$ cat src/rtl/systolic_skew_feeder.sv
// rtl/systolic_skew_feeder.sv - skewed operand feeder for a SIZE x SIZE systolic array
//
// Captures matrices A and B on i_start and streams them into the array edges
// with a one-step skew per lane, so PE(i,j) sees A[i][s] and B[s][j] together.
//
// Ports
//   i_clock        : clock, rising edge
//   i_reset        : asynchronous active-high reset
//   i_start        : load i_a_mat / i_b_mat and start one feed (IDLE only)
//   i_a_mat        : matrix A, A[r][c] at [(r*SIZE+c)*I_BITS +: I_BITS]
//   i_b_mat        : matrix B, same packing
//   o_a_full       : A lanes (row inputs), lane k at [k*I_BITS +: I_BITS]
//   o_b_full       : B lanes (column inputs), same packing
//   o_array_reset  : accumulator clear pulse, high during CLEAR
//   o_busy         : high during CLEAR and FEED
//   o_done         : one-cycle pulse in DONE
module systolic_skew_feeder #(
  parameter int SIZE   = 4,
  parameter int I_BITS = 8
) (
  input  logic                        i_clock,
  input  logic                        i_reset,
  input  logic                        i_start,
  input  logic [SIZE*SIZE*I_BITS-1:0] i_a_mat,
  input  logic [SIZE*SIZE*I_BITS-1:0] i_b_mat,
  output logic [SIZE*I_BITS-1:0]      o_a_full,
  output logic [SIZE*I_BITS-1:0]      o_b_full,
  output logic                        o_array_reset,
  output logic                        o_busy,
  output logic                        o_done
);

  localparam int M_BITS = SIZE*SIZE*I_BITS;
  localparam int L_BITS = SIZE*I_BITS;
  localparam int T_BITS = $clog2(2*SIZE);
  // FEED steps 0..2*SIZE-2 carry data; step 2*SIZE-1 is an all-zero drain
  // step that keeps the array busy while the last skewed element lands.
  localparam logic [T_BITS-1:0] T_LAST = T_BITS'(2*SIZE-1);

  typedef enum logic [1:0] {IDLE, CLEAR, FEED, DONE} state_t;

  state_t              r_state;
  state_t              w_state_nxt;
  logic [T_BITS-1:0]   r_t;
  logic [T_BITS-1:0]   w_t_nxt;
  logic                w_load;
  logic [M_BITS-1:0]   r_a_mat;
  logic [M_BITS-1:0]   r_b_mat;
  logic [L_BITS-1:0]   w_a_lanes;
  logic [L_BITS-1:0]   w_b_lanes;

  always_comb begin
    w_state_nxt = r_state;
    w_t_nxt     = r_t;
    w_load      = 1'b0;
    case (r_state)
      IDLE: begin
        w_t_nxt = '0;
        if (i_start) begin
          w_state_nxt = CLEAR;
          w_load      = 1'b1;
        end
      end
      CLEAR: begin
        w_state_nxt = FEED;
        w_t_nxt     = '0;
      end
      FEED: begin
        if (r_t == T_LAST) begin
          w_state_nxt = DONE;
          w_t_nxt     = '0;
        end else begin
          w_t_nxt = r_t + 1'b1;
        end
      end
      DONE: begin
        w_state_nxt = IDLE;
        w_t_nxt     = '0;
      end
      default: begin
        w_state_nxt = IDLE;
        w_t_nxt     = '0;
      end
    endcase
  end

  // Lanes are computed from the next state/step so that the registered
  // outputs line up with the state they describe.
  always_comb begin
    w_a_lanes = '0;
    w_b_lanes = '0;
    if (w_state_nxt == FEED) begin
      for (int k = 0; k < SIZE; k++) begin
        if ((int'(w_t_nxt) >= k) && (int'(w_t_nxt) - k < SIZE)) begin
          w_a_lanes[k*I_BITS +: I_BITS] =
            r_a_mat[(k*SIZE + int'(w_t_nxt) - k)*I_BITS +: I_BITS];
          w_b_lanes[k*I_BITS +: I_BITS] =
            r_b_mat[((int'(w_t_nxt) - k)*SIZE + k)*I_BITS +: I_BITS];
        end
      end
    end
  end

  always_ff @(posedge i_clock or posedge i_reset) begin
    if (i_reset) begin
      r_state       <= IDLE;
      r_t           <= '0;
      r_a_mat       <= '0;
      r_b_mat       <= '0;
      o_a_full      <= '0;
      o_b_full      <= '0;
      o_array_reset <= 1'b0;
      o_busy        <= 1'b0;
      o_done        <= 1'b0;
    end else begin
      r_state <= w_state_nxt;
      r_t     <= w_t_nxt;
      if (w_load) begin
        r_a_mat <= i_a_mat;
        r_b_mat <= i_b_mat;
      end
      o_a_full      <= w_a_lanes;
      o_b_full      <= w_b_lanes;
      o_array_reset <= (w_state_nxt == CLEAR);
      o_busy        <= (w_state_nxt == CLEAR) || (w_state_nxt == FEED);
      o_done        <= (w_state_nxt == DONE);
    end
  end

endmodule

$ cat config.mk
export PLATFORM = sky130hd
export DESIGN_NAME = systolic_skew_feeder
export DESIGN_NICKNAME = d
export VERILOG_FILES = /design/src/rtl/systolic_skew_feeder.sv
export SDC_FILE = /design/constraint.sdc
export NUM_CORES = 1
export LEC_CHECK = 0
export CORE_ASPECT_RATIO = 0.5
export CORE_UTILIZATION = 45
export DETAILED_ROUTE_END_ITERATION = 7
export PLACE_DENSITY = 0.72
export SYNTH_ARGS = -nofsm -noshare
export SYNTH_HDL_FRONTEND = slang
export SYNTH_SLANG_ARGS = --single-unit
$ cat constraint.sdc
create_clock -name i_clock -period 23.7 [get_ports i_clock]
set_input_delay 3.555 -clock i_clock [delete_from_list [all_inputs] [get_ports i_clock]]
set_output_delay 3.555 -clock i_clock [all_outputs]
set_load 0.005 [all_outputs]
==> flow_summary.yaml <==
power:
  switching_power_uw: 826.9
  power_uw: 2432
  intPower_uw: 1605
  comb_power_share: 0.368
  p_clk_frac: 0.224
  p_leak_uw: 0.008317
  netSwitchingFraction: 0.3400
  irDropWorstVdd_mv: 0.07744
  powerDensity_mw_per_mm2: 122.2
  seqPwrFrac: 0.408
clock_network:
  cts.path.max_buffers: 3
  post_cts_buffers: 0
  ctsResizeCount: 0
  clock_sinks: 328
  clock_latency_ns: 0.58
  numCtsBuffers: 30
  cts_tree: "built"
  cts_root_buf: "clkbuf_16"
  postCtsHoldBufs: 0
  clk_pin_slew_ns: 0.07
  h-tree-depth: 1
worst_setup_path:
  crit_buf_inv: 3
  cp_common_cell: "buf_4"
  cp.required_ns: 24.16
  worstPathArrival_ns: 6.65
  path_cells: "clkdlybuf4s50_1 -> nand2_4 -> buf_4 -> buf_4 -> mux2_2"
  crit_family: "buffers and inverters"
  cp_slowest_stage_delay_ns: 0.93
  end_kind: "flop"
  critPathSlowestCell: "buf_4"
  critPathLaunchType: "input pin"
  path_max_fanout: 82
  critical_path_class: "input pin to flop"
detailed_routing:
  wl_per_cell_um: 23.10
  first_iter_violations: 920
  route.detailed.drc: 0
  routed_wl_mm: 45.12
  vias_per_cell: 5.770
  drt_first_pass_iters: 6
  vias: 11270
  antenna_left: 0
timing:
  rsz0062_at_grt: "no"
  fmax_ghz: 0.1615
  final.setup_skew_ns: 0.008975
  tns_ns: 0
  holdWs_ns: 0.5024
  slew_viol_final: 0
  slew_headroom: 0.1753
  period_share: 0.2613
  hold_violations: 0
  layout_min_cycle_time_ns: 6.193
  setup_viol: 0
  worst_pin_slew_ns: 1.206
run:
  maxCapViolCount: 0
global_routing:
  antenna_found_initial: 4
  grt_max_degree: 191
  grt_pass1_wl_mm: 69.75
  grt_pass1_vias: 11700
  grtUsageTotal: 0.2594
  grt_overflow: 0
layout:
  nNetsFinal: 1761
  nFillCells: 2638
  drive_gt1_frac: 0.2374
  areaGrowthSynthToFinish_pct: 30.09
  postLayoutCellArea_mm2: 0.01990
logic_synthesis:
  synth_edf_count: 0
  ys_seq_area_frac: 0.5365
  synth_ff_type: "dfrtp_1"
  syn_area_mm2: 0.01530
  synth_top_area_cell: "dfrtp_1"
  yosys-top-cells-area: "dfrtp_1, mux2_2, mux4_2, nand2_1, mux2i_1"
  avgSynthCellArea_um2: 12.71
  synth_cells: 1204
  synth.top_cell.area_share: 0.5365
  synth_nets: 1479
  ys_ff_latch: 328
  postSynth.asyncResetShare: 1.000
  synth_warnings: 0
  synthDistinctLibCells: 52
min_path:
  hold_class: "flop to flop"
floorplanning:
  dieArea_mm2: 0.03479
  initial_core_util: 0.4597
  die_w_um: 262.8
  die_y_um: 132.4
  fp.coreArea_mm2: 0.03328
  rows: 47
  ios: 326
place:
  port_buffers: 325
  globalplace.congestion: 0.8607
  place_area_mm2: 0.01879
  hpwl_mm: 30.65
outcome:
  outcome: "complete, no violations"
==> worst paths after layout <==
| kind | cells after the start | startpoint | slack [ns] | end |
|---|---|---|---|---|
| worst max-delay path | 5 | i_start | 17.51 | r_b_mat[46] |
| worst min-delay path | 1 | r_b_mat[58] | 0.50 | r_b_mat[58] |
| worst max register to register | 6 | r_t[0] | 19.05 | o_b_full[30] |
| worst min register to register | 1 | r_b_mat[58] | 0.50 | r_b_mat[58] |
| max in group asynchronous | 3 | i_reset | 18.51 | r_a_mat[57] |
| min in group asynchronous | 2 | i_reset | 3.59 | r_b_mat[24] |
==> flip-flops by register name, summed over array words and instances, names as in the netlist <==
signal,count
o_done,1
r_t,3
o_b_full,32
o_a_full,32
r_state,2
r_a_mat,128
r_b_mat,128
o_busy,1
o_array_reset,1
==> cell usage after synthesis (2+ instances only) <==
master / number
clkbuf_1: 50
buf_6: 8
mux2i_1: 37
o21a_1: 5
ha_1: 16
o21ai_0: 19
nor4_1: 7
a21oi_1: 41
dfrtp_1: 328
mux4_2: 27
nand3_1: 15
mux2_2: 257
a22oi_1: 8
nand2_1: 126
nand2b_1: 2
o2111ai_1: 9
or3_1: 2
nor3b_1: 2
a211oi_1: 18
a311oi_1: 12
mux4_1: 5
inv_1: 20
nor2b_1: 18
buf_2: 20
nor3_1: 10
nor2_1: 39
o31a_1: 2
o22a_1: 11
and3_1: 18
buf_1: 6
o22ai_1: 30
a2111oi_0: 16
==> stage by stage <==
stage | utilization | instances | setup slack [ns]
2_1_floorplan | - | 1204 | 11.06
3_3_place_gp | 0.5646 | 1895 | 17.07
3_5_place_dp | 0.5646 | 1895 | 16.96
4_1_cts | 0.5977 | 1949 | 17.55
5_1_grt | 0.5980 | 1953 | 17.40
6_report | 0.5980 | 1953 | 17.51
==> worst reg2reg max path: stages (launching register included) <==
cell       delay [ns]
dfrtp_1          0.49
ha_1             0.92
nand4bb_1        0.94
inv_1            0.36
ha_1             0.76
o2111ai_1        0.76
nor2b_1          0.32
==> placed cells by master (no fill, tap or decap), types with 19 or more instances in the layout <==
cell type / synthesis / layout
nor2_1: 39 / 38
mux4_2: 27 / 27
inv_1: 20 / 19
clkbuf_16: 0 / 31
nand2_1: 126 / 124
mux2i_1: 37 / 37
dfrtp_1: 328 / 328
a21oi_1: 41 / 41
o22ai_1: 30 / 30
mux2_2: 257 / 257
o21ai_0: 19 / 19
clkdlybuf4s50_1: 0 / 325
==> final cells by class <==
class / count / area (um^2) / area share
Clock buffer: 41 / 883.3 / 0.04438
Sequential cell: 328 / 8208 / 0.4124
Inverter: 21 / 93.84 / 0.004715
Multi-Input combinational cell: 768 / 6583 / 0.3307
Clock inverter: 13 / 217.7 / 0.01094
Antenna cell: 4 / 10.01 / 0.0005029
Tap cell: 441 / 551.8 / 0.02772
Timing Repair Buffer: 337 / 3356 / 0.1686
==> metal layers <==
| layer | GRT usage | wire length (um) |
|---|---|---|
| met5 | 0 | 0 |
| met4 | 0.07876 | 1388 |
| met1 | 0.3347 | 17640 |
| met3 | 0.03885 | 2888 |
| met2 | 0.4537 | 23200 |
==> power groups by stage <==
stage	Combinational [uW]	Sequential, uW	Clock (uW)
6_report	896	992	544
5_1_grt	962	1020	580
4_1_cts	893	985	552
3_5_place_dp	888	993	0
3_3_place_gp	860	978	0
2_1_floorplan	664	921	0
==> cells by family after synthesis <==
logic type	count (synthesis)	share of synthesized area
buf+inv	108	0.03459
fa+ha+maj	16	0.01308
mux	326	0.2617
compound gates	179	0.08104
flops	328	0.5365
simple gates	247	0.07311
No activity file was read; power rests on OpenSTA's default activity.
